**config.mk**
```make
export PLATFORM = sky130hd
export DESIGN_NAME = fp_class_gen
export DESIGN_NICKNAME = d
export VERILOG_FILES = /design/src/rtl/fp_class_gen.sv
export SDC_FILE = /design/constraint.sdc
export NUM_CORES = 1
export LEC_CHECK = 0
export BUFFER_PORTS_ARGS = -buffer_cell sky130_fd_sc_hd__buf_2
export CELL_PAD_IN_SITES_DETAIL_PLACEMENT = 0
export CELL_PAD_IN_SITES_GLOBAL_PLACEMENT = 1
export CORE_AREA = 5 5 88 90
export CTS_BUF_LIST = sky130_fd_sc_hd__clkbuf_4 sky130_fd_sc_hd__clkbuf_8
export DETAILED_ROUTE_END_ITERATION = 8
export DIE_AREA = 0 0 93 95
export PLACE_DENSITY_LB_ADDON = 0.12
export SLEW_MARGIN = 30
export SYNTH_ARGS = -nofsm -noshare
export SYNTH_HDL_FRONTEND = slang
export SYNTH_SLANG_ARGS = --single-unit
```
**constraint.sdc**
```tcl
create_clock -name clk -period 2.4 [get_ports clk]
set_input_delay 0.48 -clock clk [delete_from_list [all_inputs] [get_ports clk]]
set_output_delay 0.48 -clock clk [all_outputs]
set_load 0.02 [all_outputs]
```
**src/rtl/fp_class_gen.sv**
```systemverilog
// fp_class_gen: emits bursts of IEEE-754 bit patterns of one requested class, payload from a Galois LFSR
//   clk, rst_n                      clock, asynchronous active-low reset
//   req_valid/req_ready             request handshake (ready while idle)
//   req_class[3:0], req_count[7:0]  class code (classifier ordering) and burst length minus one
//   out_valid/out_ready             output handshake
//   out_data[WIDTH-1:0]             generated pattern; out_class its class; out_last end of burst
//   err                             one-cycle pulse after an invalid class code was accepted
module fp_class_gen #(
  parameter int          WIDTH = 16,
  parameter logic [31:0] SEED  = 32'h0000_0001
) (
  input  logic             clk,
  input  logic             rst_n,
  input  logic             req_valid,
  output logic             req_ready,
  input  logic [3:0]       req_class,
  input  logic [7:0]       req_count,
  output logic             out_valid,
  input  logic             out_ready,
  output logic [WIDTH-1:0] out_data,
  output logic [3:0]       out_class,
  output logic             out_last,
  output logic             err
);
  localparam int EXP_W = (WIDTH == 64) ? 11 : (WIDTH == 32) ? 8 : 5;
  localparam int MAN_W = WIDTH - 1 - EXP_W;
  localparam logic [31:0] SEED_NZ = (SEED == 32'h0) ? 32'h1 : SEED;
  localparam logic [31:0] POLY = 32'h8020_0003;
  typedef enum logic {IDLE, GEN} state_t;
  state_t state_q, state_d;
  logic [31:0] lfsr_q, lfsr_d, lfsr_nx;
  logic [WIDTH-1:0] data_q, data_d, gen_val;
  logic [3:0] class_q, class_d, cls;
  logic [7:0] rem_q, rem_d;
  logic last_q, last_d, err_q, err_d;
  logic [MAN_W-1:0] m, den_m;
  logic [MAN_W-2:0] nan_lo, snan_lo;
  logic [EXP_W-1:0] e, e_cl;
  logic neg, acc, hs;
  assign lfsr_nx = (lfsr_q >> 1) ^ (lfsr_q[0] ? POLY : 32'h0);
  assign cls     = (state_q == IDLE) ? req_class : class_q;
  assign neg     = (cls >= 4'd2) && (cls <= 4'd5);
  assign m       = MAN_W'({lfsr_q, lfsr_q});
  assign e       = lfsr_q[16 +: EXP_W];
  // normal exponent must avoid the zero/denormal and inf/NaN encodings
  assign e_cl    = (e == '0) ? EXP_W'(1) : (&e) ? ~EXP_W'(1) : e;
  assign nan_lo  = m[MAN_W-2:0];
  assign snan_lo = (nan_lo == '0) ? (MAN_W-1)'(1) : nan_lo;
  assign den_m   = (m == '0) ? MAN_W'(1) : m;
  always_comb begin
    gen_val = '0;
    case (cls)
      4'd0:       gen_val = {lfsr_q[31], {EXP_W{1'b1}}, 1'b0, snan_lo};
      4'd1:       gen_val = {lfsr_q[31], {EXP_W{1'b1}}, 1'b1, nan_lo};
      4'd2, 4'd9: gen_val = {neg, {EXP_W{1'b1}}, {MAN_W{1'b0}}};
      4'd3, 4'd8: gen_val = {neg, e_cl, m};
      4'd4, 4'd7: gen_val = {neg, {EXP_W{1'b0}}, den_m};
      default:    gen_val = {neg, {(WIDTH-1){1'b0}}};
    endcase
  end
  assign acc = (state_q == IDLE) && req_valid;
  assign hs  = (state_q == GEN) && out_ready;
  always_comb begin
    state_d = state_q;
    lfsr_d  = lfsr_q;
    data_d  = data_q;
    class_d = class_q;
    rem_d   = rem_q;
    last_d  = last_q;
    err_d   = 1'b0;
    if (acc && req_class > 4'd9) begin
      err_d = 1'b1;
    end else if (acc) begin
      state_d = GEN;
      class_d = req_class;
      rem_d   = req_count;
      data_d  = gen_val;
      last_d  = (req_count == 8'd0);
      lfsr_d  = lfsr_nx;
    end else if (hs && last_q) begin
      state_d = IDLE;
      last_d  = 1'b0;
    end else if (hs) begin
      data_d = gen_val;
      rem_d  = rem_q - 8'd1;
      last_d = (rem_q == 8'd1);
      lfsr_d = lfsr_nx;
    end
  end
  always_ff @(posedge clk or negedge rst_n) begin
    if (!rst_n) begin
      state_q <= IDLE;
      lfsr_q  <= SEED_NZ;
      data_q  <= '0;
      class_q <= '0;
      rem_q   <= '0;
      last_q  <= 1'b0;
      err_q   <= 1'b0;
    end else begin
      state_q <= state_d;
      lfsr_q  <= lfsr_d;
      data_q  <= data_d;
      class_q <= class_d;
      rem_q   <= rem_d;
      last_q  <= last_d;
      err_q   <= err_d;
    end
  end
  assign req_ready = (state_q == IDLE);
  assign out_valid = (state_q == GEN);
  assign out_data  = data_q;
  assign out_class = class_q;
  assign out_last  = last_q;
  assign err       = err_q;
endmodule

```
# Word-level counts from Yosys, hierarchy flattened
# Cells that the tools add are included.
dict set report op_classes {
  mux 22
  bitwise_logic 3
  magnitude_cmp 3
  reduce_logical 21
  n_mul 0
  add_sub_neg 1
  eq_ne 9
  n_div 0
  shift 0
}
# operator count
set op_table {}
lappend op_table {{$mux 32} 4}
lappend op_table {{$pmux 16 s5} 1}
lappend op_table {{$mux 16} 3}
lappend op_table {{$xor 31x32->32} 1}
lappend op_table {{$mux 8} 3}
lappend op_table {{$logic_not 10->1} 1}
lappend op_table {{$mux 10} 1}
lappend op_table {{$mux 5} 2}
lappend op_table {{$logic_not 9->1} 1}
lappend op_table {{$mux 9} 1}
lappend op_table {{$eq 4x2->1 const B} 2}
lappend op_table {{$eq 4x3->1 const B} 2}
lappend op_table {{$eq 4x4->1 const B} 2}
lappend op_table {{$eq 8x1->1 const B} 1}
lappend op_table {{$logic_not 8->1} 1}
lappend op_table {{$sub 8x1->8 const B} 1}
lappend op_table {{$mux 1} 6}
lappend op_table {{$reduce_and 2->1} 3}
lappend op_table {{$reduce_or 2->1} 3}
lappend op_table {{$logic_and 1x1->1} 5}
lappend op_table {{$logic_not 5->1} 1}
lappend op_table {{$reduce_and 5->1} 1}
lappend op_table {{$eq 4x1->1 const B} 1}
lappend op_table {{$ge 4x2->1 const B} 1}
lappend op_table {{9 further kinds} 11}
dict set report totals {
  output_inout_bits 24
  n_memories 0
  inputBits 16
  mem_bits_rw 0
  wordCells 66
  romBits 0
  ff_bits 63
  latch_bits 0
}

# Logic depth before layout (Yosys ltp)
# Gate-level depths: netlist of the first run.
dict set report logic_depth {
  word_depth 7
  mapped_depth 7
  depth_no_buf 7
}

# Worst setup path before layout of the first run
# OpenSTA, ideal clock, no wires.
dict set report synth_timing {
  kind {reg2reg}
  startpoint {reg state_q, in the netlist out_valid}
  endpoint {reg data_q[1], in the netlist out_data[1]}
  t_arrival_ns 1.752
  path_slack_ns 0.507
  setup_ns 0.141
  n_path_buf 1
  stages_incl_launch_ff 7
  cell_sequence {dfrtp_1 buf_6 mux2_2 nand4_4 o311ai_1 a211oi_2 a21oi_1}
}
dict set report synth_between {
  elab_chain_len 7
  elab_cells_between_ends 25
}
# item line_no
set synth_lines {}
lappend synth_lines {{from (decl)} 30} ;# state_t state_q, state_d;
lappend synth_lines {{from (signal assigned)} 100} ;# state_q <= state_d;
lappend synth_lines {{$mux 4} 41} ;# assign cls = (state_q == IDLE) ? req_class : class_q;
lappend synth_lines {{$eq 4x3->1 (tied with other cells)} 52} ;# case (cls)
lappend synth_lines {{$reduce_or 2->1} 52}
lappend synth_lines {{$pmux 16 s5} 52}
lappend synth_lines {{$mux 16} 83} ;# end else if (hs) begin
lappend synth_lines {{$mux 16} 80} ;# end else if (hs && last_q) begin
lappend synth_lines {{$mux 16} 73} ;# end else if (acc) begin
lappend synth_lines {{to (signal assigned)} 102} ;# data_q <= data_d;
lappend synth_lines {{to (decl)} 32} ;# logic [WIDTH-1:0] data_q, data_d, gen_val;
# Parallel ways exist; a longest one is shown, timed or not. The select of a mux whose other input is x is not followed.
# A chain may end at the register's enable or synchronous reset.

# Worst setup path in the final report of the first run
dict set report layout_timing {
  startpoint {reg lfsr_q[1]}
  endpoint {reg data_q[4], in the netlist out_data[4]}
}
dict set report layout_between {
  elab_chain_len 6
  elab_cells_between_ends 8
}
# item line_no
set layout_lines {}
lappend layout_lines {{from (decl)} 31} ;# logic [31:0] lfsr_q, lfsr_d, lfsr_nx;
lappend layout_lines {{from (signal assigned)} 101} ;# lfsr_q <= lfsr_d;
lappend layout_lines {{$logic_not 10->1 or $logic_not 9->1 (tied branches)} {49, 48}}
lappend layout_lines {{$mux 10 or $mux 9 (tied branches)} {49, 48}}
lappend layout_lines {{$pmux 16 s5 *} 52}
lappend layout_lines {{$mux 16} 83}
lappend layout_lines {{$mux 16} 80}
lappend layout_lines {{$mux 16 *} 73}
# Mark *: on every way between the ends. The rest lies on a longest branch, timed or not. The select of a mux whose other input is x is not followed.

==> results of run 1 <==
sequential cells by signal (all words and copies together), names as in the netlist:
name       flops
lfsr_q        32
out_data      16
out_valid      1
err            1
out_last       1
rem_q          8
out_class      4
cell usage after synthesis, types with 2 or more instances:
cell type | n | area share
a211oi_1 | 2 | 0.0050
a21oi_1 | 27 | 0.045
a22oi_1 | 2 | 0.0050
buf_2 | 6 | 0.010
buf_6 | 2 | 0.0075
clkbuf_1 | 6 | 0.0075
dfrtp_1 | 62 | 0.52
ha_1 | 3 | 0.013
inv_1 | 7 | 0.0088
mux2_2 | 7 | 0.026
mux2i_4 | 2 | 0.015
nand2_1 | 112 | 0.14
nand3_1 | 5 | 0.0084
nor2_1 | 21 | 0.026
nor3_1 | 6 | 0.010
o21ai_0 | 24 | 0.040
o21ai_1 | 2 | 0.0033
o32ai_1 | 2 | 0.0059
xnor2_1 | 3 | 0.0088
worst min path at each step:
stage / endpoint / slack, ns / start / cells after the start
after global placement: out_data[8]$_DFFE_PN0P_ / 0.45 / out_data[8]$_DFFE_PN0P_ / 2
after global routing: rem_q[5]$_DFFE_PN0P_ / 0.15 / rst_n / 2
after floorplan: err$_DFF_PN0_ / 0.18 / rst_n / 0
after CTS: rem_q[6]$_DFFE_PN0P_ / 0.15 / rst_n / 2
final: rem_q[5]$_DFFE_PN0P_ / 0.14 / rst_n / 2
after detailed placement: out_data[8]$_DFFE_PN0P_ / 0.45 / out_data[8]$_DFFE_PN0P_ / 2
power breakdown:
group | switching, uW | internal [uW]
clock | 406 | 534
combinational | 1320 | 854
sequential | 355 | 1490
total | 2080 | 2880
through the flow:
step	util	hold slack, ns	instance area, sq um	setup WS, ns
finish	0.507	0.142	3540	0.458
global route	0.507	0.152	3540	0.289
CTS	0.507	0.149	3540	0.440
detailed placement	0.477	0.453	3330	0.392
global placement	0.477	0.446	3330	0.443
floorplan	-	0.184	2990	0.507
cells by family after synthesis:
family	after synthesis	share of synthesized area
AOI/OAI and AO/OA	71	0.146
adders and majority gates	3	0.0126
muxes	11	0.0494
xor gates and xnor gates	4	0.0117
DFF	63	0.528
buffers and inverters	21	0.0339
and+or+nand+nor	155	0.219
per-layer routing:
layer  share of wire  track usage  vias to the layer above
li1                -            -                     1207
met1            0.47        0.210                     1130
met2            0.47        0.267                       39
met3           0.043       0.0494                       11
met4           0.014       0.0672                        0
met5               0            0                        -
area by class of cell:
cell class              instances  area (sq um)
inverters                       7          26.3
flip-flops and latches         63          1580
repair buffers                 49           283
clock inverters                 5          56.3
well taps                      82           103
clock buffers                  11           151
fillers                       691          3440
multi-input cells             244          1340
==> summary.md, run 1 <==
| Metric | Value |
|---|---|
| Die Area | 0.00884 sq mm |
| Max Slew Vio Count | 0 |
| Top_reg_cell synth | dfrtp_1 |
| Number of CTS-inserted buffers | 9 |
| Starting Density | 0.428 |
| Clk_lat worst skew | roughly 0.34 ns |
| Die height | 95 um |
| Drt initial violations | 61 |
| Max cap viols | 0 |
| Final Hold Fails | 0 |
| Buf/Inv on CP | 2 |
| Antenna fix cells | 0 |
| WL final | 6.55 mm |
| Row count | 31 |
| Gate Count Post-Synth | ~330 |
| Period utilisation layout | 0.809 |
| Synth-to-Final Area Change | 18.3% |
| HP Class | in2async |
| DRC | 0 |
| Die width | 93 um |
| Crit-path cells | inv_1 > ha_1 > or4b_1 > nor3_2 > o311ai_1 > a211oi_2 > buf_4 > a21oi_1 |
| Crit path from | lfsr_q[1]$_DFFE_PN0P_ |
| Fin nets | 393 |
| Clock tree buffer depth | 2 |
| VDD IR-drop max | 0.513 mV |
| Yosys cell types | 46 |
| GR Util All Layers | 0.166 |
| # setup viols final | 0 |
| IO Port Bufs | 39 |
| Fraction of layout cells with a size suffix above 1 | 0.222 |
| Total iterations of the first detailed-routing run | 4 |
| Synth Register Bits | 63 |
| Ys async rst share | 1.00 |
| Max_slew headroom | 0.610 |
| Netlist Area Pre-Place | between 0.002 and 0.003 sq mm |
| CTS H-tree depth | 3 |
| Clock Tree Root | clkbuf_8 |
| Largest net degree at the start of global routing | 64 |
| Remaining Overflow, GRT | 0 |
| Setup TNS | 0 ns |
| Core ar. | between 0.006 and 0.007 sq mm |
| CP endpoint kind | register |
| Vias | ~2400 |
| Vias in the first global route | 2406 |
| Dpl cells | around 450 |
| Clock Skews | 0.0130 ns |
| DP HPWL | 4.56 mm |
| Initial antenna violation count | 0 |
| CTS resizes | 0 |
| Number of flops mapped to enable cells by yosys | 0 |
| CTS tree | built |
| Min Tclk post-route | slightly below 2 ns |
| Setup CP Type | reg2reg |
| Crit path arrival time | 2.16 ns |
| Unrepaired setup endpoints after global routing | no |
| CP peak stage delay | 0.48 ns |
| CP required | between 2 and 3 ns |
| Most common cell after layout, fill and taps aside | nand2_1 |
| Worst-Margin Slew | 0.583 ns |
| Crit path max-delay cell type | or4b_1 |
| Post-route ant nets | 0 |
| I/O Pins | 40 |
| First-pass GRT wire length | 11.4 mm |
| Overall power | 4970 uW |
| Yosys warns | 0 |
| Final Non-Filler Cells | ~460 |
| Critical path launch point type | register |
| Hold-fix buffers, CTS | 0 |
| CP delay by family, top | simple AND/OR/NAND/NOR gates |
| Reg-to-reg endpoint | out_data[4]$_DFFE_PN0P_ |
| Max Fclk | 515 MHz |
| Leakage | 0.00172 uW |
| Post-CTS Setup Bufs | 0 |
| Register-to-Register Path Depth | 8 |
| Clk slew on worst S/H paths | approximately 0.08 ns |
| Vias per std cell | 5.18 |
| Power Density | 1400 mW/mm^2 |
| Crit. path cell count | 8 |
| Sink Count | 63 |
| Crit-path max FO | 7 |
| Avg Cell Area, Syn | 9.12 sq um |
| WL/cell | ~14 um |
| Routability cong. | 0.769 |
| Post-synthesis sequential area ratio | 0.528 |
| Post-Syn Nets | 347 |
| CP endpoint | out_data[4]$_DFFE_PN0P_ |
| Worst reg2reg setup slack | 0.46 ns |
| Most frequent cells in the layout | nand2_1, dfrtp_1, buf_2 |
| Worst R2R Start | lfsr_q[1]$_DFFE_PN0P_ |
| Status | finished clean |
Note: power is estimated with default switching activity, not from simulation.
==> run 2, diff against run 1 <==
Clock period 2.4 ns to 2 ns, I/O delays scaled along.
==> summary.md, run 2 (synthesis results as in run 1) <==
| Metric | Value |
|---|---|
| Die height | 95 um |
| DP Area | 0.00338 sq mm |
| Logic gate share of total power | 0.482 |
| Status | finished clean |
| Max Slew Vio Count | 0 |
| Flop pwr share | 0.360 |
| WL final | 7.02 mm |
| Largest net degree at the start of global routing | 64 |
| Worst-Margin Slew | 0.800 ns |
| CP required | 2.22 ns |
| Total iterations of the first detailed-routing run | 4 |
| Drt initial violations | 96 |
| Fin nets | 406 |
| IO Port Bufs | 39 |
| Max cap viols | 0 |
| GR Util All Layers | 0.169 |
| Die Area | 0.00884 sq mm |
| CP peak stage delay | around 0.48 ns |
| Max Fclk | 515 MHz |
| DRC | 0 |
| Switching Share | 0.430 |
| WL/cell | 14.8 um |
| Crit-path max FO | 7 |
| Crit-path cells | inv_2 > ha_4 > or4b_4 > nor3_4 > o311ai_2 > a211oi_2 > buf_6 > a21oi_2 |
| Most common cell after layout, fill and taps aside | nand2_1 |
| Critical path launch point type | register |
| Max_slew headroom | 0.465 |
| Clock Skews | 0.0149 ns |
| Int Pwr | 3520 uW |
| VDD IR-drop max | about 0.66 mV |
| HP Class | in2async |
| Clock tree buffer depth | 2 |
| Worst reg2reg setup slack | ~0.06 ns |
| Reg-to-reg endpoint | out_data[4]$_DFFE_PN0P_ |
| # setup viols final | 0 |
| Starting Density | 0.428 |
| Max reg flops | 32 |
| Power Density | 1690 mW/mm^2 |
| Final Cell Area | 0.00366 sq mm |
| Vias in the first global route | 2473 |
| Vias | 2487 |
| CP endpoint kind | register |
| Sink Count | 63 |
| First-pass GRT wire length | 11.7 mm |
| Antenna fix cells | 0 |
| Clock Power Share | 0.158 |
| Hold-fix buffers, CTS | 0 |
| Largest Register | lfsr_q |
| Number of CTS-inserted buffers | 9 |
| Worst R2R Start | lfsr_q[1]$_DFFE_PN0P_ |
| DP HPWL | 4.72 mm |
| Row count | 31 |
| Period utilisation layout | 0.971 |
| Register-to-Register Path Depth | 8 |
| Buf/Inv on CP | 2 |
| Initial antenna violation count | 0 |
| Clk slew on worst S/H paths | 0.08 ns |
| Core ar. | 0.00698 sq mm |
| Remaining Overflow, GRT | 0 |
| Post-route ant nets | 0 |
| Setup CP Type | reg2reg |
| Post-layout util | 0.524 |
| Most frequent cells in the layout | nand2_1, dfrtp_1, buf_2 |
| Final Hold Fails | 0 |
| Clk_lat worst skew | between 0.3 and 0.4 ns |
| Fraction of layout cells with a size suffix above 1 | 0.279 |
| Routability cong. | between 0.7 and 0.8 |
| Leakage | around 0.0018 uW |
| CTS tree | built |
| Fillers | 706 |
| Die width | 93 um |
| Min Tclk post-route | 1.94 ns |
| Vias per std cell | 5.26 |
| Unrepaired setup endpoints after global routing | yes |
| Crit path max-delay cell type | or4b_4 |
| I/O Pins | 40 |
| P_sw | 2650 uW |
| Clock Tree Root | clkbuf_8 |
| Synth-to-Final Area Change | 22.3% |
| CP delay by family, top | simple AND/OR/NAND/NOR gates |
| Crit path arrival time | 2.16 ns |
| CTS H-tree depth | 3 |
[run 2: metrics by stage]
stage               setup TNS, ns  power (uW)  worst slack (ns)  hold WS, ns  std cells
finish                          0        6180            0.0583       0.0426        473
CTS                             0        5980           0.00532       0.0653        467
global route               -0.172        6670           -0.0320       0.0777        473
detailed placement              0        4980            0.0449        0.443        452
floorplan                       0        4080             0.107        0.104        328
global placement                0        4940            0.0751        0.442        452
[run 2: how the worst max path moves through the flow]
stage                          startpoint                 endpoint  slack (ns)  cells past startpoint
finish              lfsr_q[1]$_DFFE_PN0P_  out_data[4]$_DFFE_PN0P_        0.06                      8
global route        lfsr_q[1]$_DFFE_PN0P_  out_data[5]$_DFFE_PN0P_       -0.03                      8
CTS                 out_valid$_DFFE_PN0P_  out_data[4]$_DFFE_PN0P_       0.005                      7
detailed placement  out_valid$_DFFE_PN0P_  out_data[4]$_DFFE_PN0P_        0.04                      7
global placement    out_valid$_DFFE_PN0P_  out_data[2]$_DFFE_PN0P_        0.08                      7
floorplan           out_valid$_DFFE_PN0P_  out_data[1]$_DFFE_PN0P_        0.11                      6
[run 2: layer usage]
layer  track usage  vias to the layer above  wire, um
met4        0.0696                        0        92
met3        0.0438                        8       312
li1              -                     1229         -
met2         0.268                       57      3350
met5             0                        -         0
met1         0.221                     1193      3260
[run 2: worst reg2reg max path, stage by stage (launching register included)]
cell and delay, ns:
dfrtp_1 0.39, inv_2 0.08, ha_4 0.11, or4b_4 0.48, nor3_4 0.19, o311ai_2 0.13, a211oi_2 0.22, buf_6 0.18
a21oi_2 0.04
[run 2: cell type report]
cell class | count | area, sq um | share of cell area
Clock buffer | 11 | 145 | 0.0397
Clock inverter | 4 | 22.5 | 0.00616
Inverter | 7 | 26.3 | 0.00718
Multi-Input combinational cell | 244 | 1400 | 0.382
Sequential cell | 63 | 1580 | 0.432
Tap cell | 82 | 103 | 0.0281
Timing Repair Buffer | 62 | 384 | 0.105
[run 2: power by group through the flow]
stage	registers [uW]	logic (uW)	clock network, uW
after floorplan	2360	1720	0
after global placement	2220	2720	0
after CTS	2210	2760	1010
final	2220	2980	977
after detailed placement	2230	2750	0
after global routing	2290	3310	1060
[run 2: timing repair]
item / 4_1_cts / 5_1_grt
setup endpoints to repair: 0 / 9
resized for setup: 0 / 16
buffers inserted: 0 / 6
